`config.mk`:
```
export PLATFORM = sky130hd
export DESIGN_NAME = hazard_unit
export DESIGN_NICKNAME = d
export VERILOG_FILES = /design/src/rtl/hazard_pkg.sv /design/src/rtl/hazard_unit_md_busy_ctr.sv /design/src/rtl/hazard_unit.sv
export SDC_FILE = /design/constraint.sdc
export NUM_CORES = 1
export LEC_CHECK = 0
export ABC_AREA = 1
export CORE_UTILIZATION = 39
export DETAILED_ROUTE_END_ITERATION = 10
export PLACE_DENSITY = 0.86
export SLEW_MARGIN = 15
export SYNTH_ARGS = -nofsm -noshare
export SYNTH_HDL_FRONTEND = slang
export SYNTH_SLANG_ARGS = --single-unit
```
`constraint.sdc`:
```
create_clock -name clk -period 1.9 [get_ports clk]
set_input_delay 0.38 -clock clk [delete_from_list [all_inputs] [get_ports clk]]
set_output_delay 0.38 -clock clk [all_outputs]
set_load 0.01 [all_outputs]
```
`src/rtl/hazard_pkg.sv`:
```
// Shared encodings for the hazard unit: forwarding-mux selects and FSM states.
// HAZARD_MD_INTERLOCK_EN adds the MD_BUSY state for the multiply/divide interlock.
package hazard_pkg;

   localparam logic [1:0] FWD_RF    = 2'b00;
   localparam logic [1:0] FWD_WB    = 2'b01;
   localparam logic [1:0] FWD_EXMEM = 2'b10;
   localparam logic [1:0] FWD_RSVD  = 2'b11;

`ifdef HAZARD_MD_INTERLOCK_EN
   typedef enum logic [1:0] {
      IDLE       = 2'b00,
      LOAD_STALL = 2'b01,
      MD_BUSY    = 2'b10
   } state_t;
`else
   typedef enum logic [1:0] {
      IDLE       = 2'b00,
      LOAD_STALL = 2'b01
   } state_t;
`endif

   // The EX/MEM producer is younger than MEM/WB, so its match takes priority.
   function automatic logic [1:0] fwd_select(input logic ex_hit, input logic mem_hit);
      if (ex_hit)
         return FWD_EXMEM;
      else if (mem_hit)
         return FWD_WB;
      else
         return FWD_RF;
   endfunction

endpackage

```
`src/rtl/hazard_unit_md_busy_ctr.sv`:
```
// Multiply/divide occupancy counter: loads the latency, counts down to zero and
// holds there, flagging zero.
module md_busy_ctr #(
   parameter int CNT_W = 6
) (
   input  logic             clk,
   input  logic             rstn,
   input  logic             load,
   input  logic [CNT_W-1:0] load_val,
   output logic [CNT_W-1:0] count,
   output logic             zero
);

   assign zero = (count == '0);

   always_ff @(posedge clk or negedge rstn) begin
      if (!rstn)
         count <= '0;
      else if (load)
         count <= load_val;
      else if (!zero)
         count <= count - 1'b1;
   end

endmodule

```
`src/rtl/hazard_unit.sv`:
```
// Pipeline hazard unit: registered forwarding selects, load-use and branch
// stall/flush control. HAZARD_MD_INTERLOCK_EN adds the mult/div busy interlock.
module hazard_unit
   import hazard_pkg::*;
#(
   parameter int MD_LAT = 32,
   parameter int CNT_W  = $clog2(MD_LAT + 1)
) (
   input  logic       clk,
   input  logic       rstn,
   input  logic [4:0] id_rs,
   input  logic [4:0] id_rt,
   input  logic       id_uses_rs,
   input  logic       id_uses_rt,
   input  logic [4:0] ex_rd,
   input  logic       ex_regwrite,
   input  logic       ex_memread,
   input  logic [4:0] mem_rd,
   input  logic       mem_regwrite,
   input  logic       id_is_md,
   input  logic       id_reads_hilo,
   input  logic       ex_branch_taken,
   output logic [1:0] fwd_a_sel,
   output logic [1:0] fwd_b_sel,
   output logic       pc_stall,
   output logic       ifid_stall,
   output logic       ifid_flush,
   output logic       idex_flush,
   output logic       md_busy
);

   state_t state, state_next;
   logic   load_use, load_use_stall, md_stall, stall;
   logic   ex_hit_a, mem_hit_a, ex_hit_b, mem_hit_b;

   assign ex_hit_a  = ex_regwrite  && (ex_rd  == id_rs) && (id_rs != 5'd0) && id_uses_rs;
   assign mem_hit_a = mem_regwrite && (mem_rd == id_rs) && (id_rs != 5'd0);
   assign ex_hit_b  = ex_regwrite  && (ex_rd  == id_rt) && (id_rt != 5'd0) && id_uses_rt;
   assign mem_hit_b = mem_regwrite && (mem_rd == id_rt) && (id_rt != 5'd0);

   // A load in EX cannot forward in time; a branch redirect kills the consumer anyway.
   assign load_use = ex_memread && (ex_rd != 5'd0) &&
                     ((id_uses_rs && (ex_rd == id_rs)) || (id_uses_rt && (ex_rd == id_rt)));
   assign load_use_stall = load_use && !ex_branch_taken && (state != LOAD_STALL);

`ifdef HAZARD_MD_INTERLOCK_EN
   logic [CNT_W-1:0] md_count;
   logic             md_zero, md_accept, md_busy_next;

   assign md_stall     = !md_zero && (id_is_md || id_reads_hilo) && !ex_branch_taken;
   assign md_accept    = id_is_md && !stall && !ex_branch_taken;
   assign md_busy_next = md_accept || (md_count > CNT_W'(1));
   assign md_busy      = !md_zero;

   md_busy_ctr #(.CNT_W(CNT_W)) u_md_busy_ctr (
      .clk      (clk),
      .rstn     (rstn),
      .load     (md_accept),
      .load_val (CNT_W'(MD_LAT)),
      .count    (md_count),
      .zero     (md_zero)
   );
`else
   logic             unused_md_inputs;
   logic [CNT_W-1:0] unused_md_lat;

   assign unused_md_inputs = id_is_md ^ id_reads_hilo;
   assign unused_md_lat    = CNT_W'(MD_LAT);
   assign md_stall         = 1'b0;
   assign md_busy          = 1'b0;
`endif

   // Outputs are forced quiet while reset is held, even with live ID/EX inputs.
   assign stall      = (load_use_stall || md_stall) && rstn;
   assign pc_stall   = stall;
   assign ifid_stall = stall;
   assign ifid_flush = ex_branch_taken && rstn;
   assign idex_flush = (stall || ex_branch_taken) && rstn;

   always_ff @(posedge clk or negedge rstn) begin
      if (!rstn)
         state <= IDLE;
      else
         state <= state_next;
   end

   always_comb begin
      state_next = IDLE;
      if (load_use_stall)
         state_next = LOAD_STALL;
`ifdef HAZARD_MD_INTERLOCK_EN
      else if (md_busy_next)
         state_next = MD_BUSY;
`endif
   end

   // A bubble inserted into EX must not carry a forwarding select with it.
   always_ff @(posedge clk or negedge rstn) begin
      if (!rstn) begin
         fwd_a_sel <= FWD_RF;
         fwd_b_sel <= FWD_RF;
      end else if (idex_flush) begin
         fwd_a_sel <= FWD_RF;
         fwd_b_sel <= FWD_RF;
      end else begin
         fwd_a_sel <= fwd_select(ex_hit_a, mem_hit_a);
         fwd_b_sel <= fwd_select(ex_hit_b, mem_hit_b);
      end
   end

endmodule

```
# ---- Word level (Yosys, flattened, before mapping)
# Cells that the tools add are included.
dict set report classes {
  reduce_logical 25
  n_eq_ne 5
  mux 7
}
# cell count
set op_table {}
lappend op_table {{5-bit equality test} 4}
lappend op_table {{1-bit logical AND} 19}
lappend op_table {{5-bit nonzero test} 3}
lappend op_table {{2-bit 2-to-1 mux} 4}
lappend op_table {{1-bit 2-to-1 mux} 3}
lappend op_table {{1-bit logical OR} 2}
lappend op_table {{2-bit by 1-bit != test with 1-bit output, second input constant} 1}
lappend op_table {{1-bit zero test} 1}
dict set report totals {
  in_bits 30
  register_bits 6
  output_inout_bits 9
  elab_cells 40
}

# ---- Longest topological paths before layout
dict set report depth {
  depth_word 10
  depth_mapped 9
  ltp_nobuf 9
}

# ---- Least setup slack after synthesis
# Ideal clock, no wire load.
dict set report synth_path {
  path_kind {input to output}
  startpoint {input port ex_rd[0]}
  endpoint {output port pc_stall}
  setup_slack_ns 0.418
  path_buffers 1
  required_time_ns 1.520
  arrival_ns 1.102
  cell_stages 9
  path_cell_list {inv_1 -> nand2_1 -> nand2_1 -> nor2_2 -> nand3_2 -> nand2_2 -> nand3_4 -> inv_1 -> buf_4}
}
dict set report synth_via {
  elab_chain_len 7
  word_cells_on_any_way 11
  classes_between {2 x eq/ne; 9 x reduce/logical}
}
# item line_no
set synth_lines {}
lappend synth_lines {{start: declaration} hazard_unit.sv:15} ;# input logic [4:0] ex_rd,
lappend synth_lines {{5-bit equality test} hazard_unit.sv:43} ;# ((id_uses_rs && (ex_rd == id_rs)) || (id_uses_rt && (ex_rd == id_rt)));
lappend synth_lines {{1-bit logical AND} hazard_unit.sv:43}
lappend synth_lines {{1-bit logical OR} hazard_unit.sv:43}
lappend synth_lines {{1-bit logical AND *} hazard_unit.sv:42} ;# assign load_use = ex_memread && (ex_rd != 5'd0) &&
lappend synth_lines {{1-bit logical AND * (2 in a row)} hazard_unit.sv:44} ;# assign load_use_stall = load_use && !ex_branch_taken && (state != LOAD_STALL);
lappend synth_lines {{1-bit logical AND *} hazard_unit.sv:74} ;# assign stall = (load_use_stall || md_stall) && rstn;
lappend synth_lines {{end: declaration} hazard_unit.sv:25} ;# output logic pc_stall,
# Mark *: on every way between the ends. The rest lies on a longest branch, timed or not.

# ---- Worst setup path in the final report
dict set report layout_path {
  startpoint {input port id_uses_rt}
  endpoint {output port idex_flush}
}
dict set report layout_via {
  elab_chain_len 8
}
# item line_no
set layout_lines {}
lappend layout_lines {{start: declaration} hazard_unit.sv:14} ;# input logic id_uses_rt,
lappend layout_lines {{1-bit logical AND} hazard_unit.sv:43}
lappend layout_lines {{1-bit logical OR} hazard_unit.sv:43}
lappend layout_lines {{1-bit logical AND} hazard_unit.sv:42}
lappend layout_lines {{1-bit logical AND (2 in a row)} hazard_unit.sv:44}
lappend layout_lines {{1-bit logical AND} hazard_unit.sv:74}
lappend layout_lines {{1-bit logical OR} hazard_unit.sv:78} ;# assign idex_flush = (stall || ex_branch_taken) && rstn;
lappend layout_lines {{1-bit logical AND} hazard_unit.sv:78}
lappend layout_lines {{end: declaration} hazard_unit.sv:28} ;# output logic idex_flush,
# No other way between the ends.

==> summary.md <==
| Metric | Value |
|---|---|
| Status | finished, final reports clean |
| Critical-path top delay cell | clkdlybuf4s50_1 |
| Crit Path Max Fanout | 2 |
| Synth Warn # | 0 |
| Later-pin clock latency in the skew report | 0.25 ns |
| Clock tree sinks | 5 |
| Pin count of the biggest net entering global routing | 6 |
| Post-Route WL | 1860 um |
| Sequential share of power | 26.2% |
| Yosys reg bits | 5 |
| Nets | 204 |
| Initial antenna violation count | 0 |
| Core Box Area | 1520 um2 |
| Critical Path, Cell by Cell | clkdlybuf4s50_1 -> nand2_1 -> nor2_2 -> nand3_2 -> nand2_2 -> nand3_4 -> nand2_4 -> buf_6 |
| Buf/Inv on CP | 2 |
| Total iterations of the first detailed-routing run | 4 |
| Antenna diodes | 0 |
| CTS clk-pin slew, worst paths | 0.04 ns |
| Total track usage | roughly 22% |
| Port Buf Inserts | 35 |
| Reg2reg setup slack | 0.62 ns |
| Final Cycle Share | between 90% and 100% |
| Mapped Avg Cell Area | 5.61 um2 |
| CP top delay family | buffers and inverters |
| PwrDens | 350 nW/um2 |
| Leak | 0.000658 uW |
| Grt ovf | 0 |
| Cell Area, Synth | 639 um2 |
| Area share of the largest cell type after synthesis | 24.7% |
| Yosys cell types | 23 |
| Clock share of power | 29.9% |
| Hold Crit Class | input port to asynchronous set/reset pin |
| Ys async rst share | 100% |
| CP endpoint kind | primary output |
| Fmax | 531 MHz |
| Sw power | 129 uW |
| CP Class | input port to primary output |
| Mapped Cells | 114 |
| Syn Nets | 144 |
| Critical Path RT | 1.52 ns |
| Pins Over Slew Limit | 0 |
| Max clock buf depth | 2 |
| FF/Latch Area | 125 um2 |
| Placed cells | about 180 |
| Multi-input gate area | roughly 430 um2 |
| Final core utilization | between 70% and 80% |
| RD Place Congestion | roughly 0.84 |
| Final min period | 1.88 ns |
| Worst R2R Path Depth | 8 |
| Num ports | 39 |
| Clock tree root driver cell | clkbuf_4 |
| Die ar. | 1810 um2 |
| Startpoint Class | input port |
| Vias per cell | 4.69 |
| Fin. Hold Viols | 0 |
| Cts bufs inserted | 3 |
| H-tree depth | 1 |
| Die H | 42.5 um |
| Vias after detailed routing | 887 |
| Detailed placement HPWL | 1530 um |
| Register area share after synthesis | between 10% and 20% |
| Die Wd | 42.5 um |
| Top-count cell post-synth | nand2_1 |
| TritonCTS clock tree | built |
| Int Power | 286 uW |
| Worst r2r dst | fwd_a_sel[0]$_DFF_PN0_ |
| Yosys top cell by area | nand2_1 |
| Sw Share | 31.1% |
| Vias in the first global route | 826 |
| Syn-to-layout area delta | 85.5% |
| Initial detailed-routing violation count | 17 |
| Setup violators final | 0 |
| Gate power share | 43.9% |
| Setup Skew | about 0.0055 ns |
| Fin cells | 189 |
| Post-route ant nets | 0 |
| Most used DFF post-synth | dfrtp_1 |
| Slowest stage delay, CP | ~0.47 ns |
| Starting Density | roughly two fifths |
| Post-synth EDFFs | 0 |
| Row cnt | 14 |
| Filler cells | 130 |
| Commonest cells post-synth | nand2_1 (42), inv_1 (14), nor2_1 (13) |
| WP data arrival | about 1.5 ns |
| Layout cells sized above 1 | 27.7% |
| Max-Cap Viols | 0 |
| First-pass GRT wire length | between 3000 and 4000 um |
| DRC Markers | 0 |
| DR WL/cell | 9.85 um |
| VDD IR-drop max | 0.000183 V |
| Worst R2R Start | state[0]$_DFF_PN0_ |
| Top post-synthesis cells by area | nand2_1 (25%), dfrtp_1 (20%), inv_1 (8.2%) |
## per-layer routing
| layer | track usage (%) | routed length (um) |
|---|---|---|
| met3 | 2.16 | 101 |
| met4 | 10.6 | 33 |
| met2 | 43.7 | 1040 |
| met1 | 22.2 | 692 |
| met5 | 0 | 0 |
## layout make-up
cell class	instances	share of cell area, %
tap	16	1.69
inverter	20	6.54
multi-input combinational	87	36.6
sequential	5	10.5
timing repair buffer	57	42.4
clock buffer	4	2.22
## timing repair
item	4_1_cts	5_1_grt
setup buffers	1	3
resized for setup	32	5
hold buffers	0	0
endpoints found under the setup margin	4	3
pin swaps	4	4
## kinds of logic (layout without fill, tap and decap cells)
group,Yosys count,after routing,share of synthesized area [%]
AOI/OAI and AO/OA,7,7,5.68
xor gates and xnor gates,3,3,4.11
buffers and inverters,22,81,14.1
DFF,5,5,19.6
other,1,1,0.587
and+or+nand+nor,76,76,56.0
## stage by stage
stage	instance area, um2	hold WS (ns)	setup slack (ns)	total power [uW]	setup TNS (ns)
floorplan	639	0.0844	0.418	183	0
global placement	1130	0.621	-0.520	293	-1.69
detailed placement	1130	0.629	-0.576	298	-1.85
CTS	1150	0.272	-0.00626	413	-0.0102
global route	1190	0.301	-0.0446	439	-0.0938
finish	1190	0.268	0.0167	415	0
## registers in the layout, indices dropped and copies added, names as in the netlist
name       cells
fwd_a_sel      2
fwd_b_sel      2
state          1
## cell usage in the layout, fill, tap and decap left out, types with 3 or more instances in the layout
cell	instances
inv_1	13
o21ai_0	4
dfrtp_1	5
nand2_1	42
buf_4	22
nor2_1	13
nand3_1	3
inv_2	6
nor2_2	6
dlygate4sd2_1	15
clkbuf_4	3
buf_6	3
clkdlybuf4s50_1	15
## power groups by stage
stage / sequential, uW / combinational (uW) / clock [uW]
after floorplan: 111 / 71.9 / 0
after global placement: 110 / 183 / 0
after detailed placement: 110 / 188 / 0
after CTS: 109 / 177 / 127
after global routing: 109 / 202 / 129
final: 109 / 182 / 124
## worst max path at each step
stage,startpoint,endpoint,slack [ns],depth (start not counted)
floorplan,ex_rd[0],pc_stall,0.42,9
detailed placement,ex_rd[4],ifid_stall,-0.58,10
CTS,id_rs[2],ifid_stall,-0.006,10
global placement,ex_rd[4],pc_stall,-0.52,10
global route,id_uses_rt,idex_flush,-0.04,8
finish,id_uses_rt,idex_flush,0.02,8
Note: power is estimated with default switching activity, not from simulation.
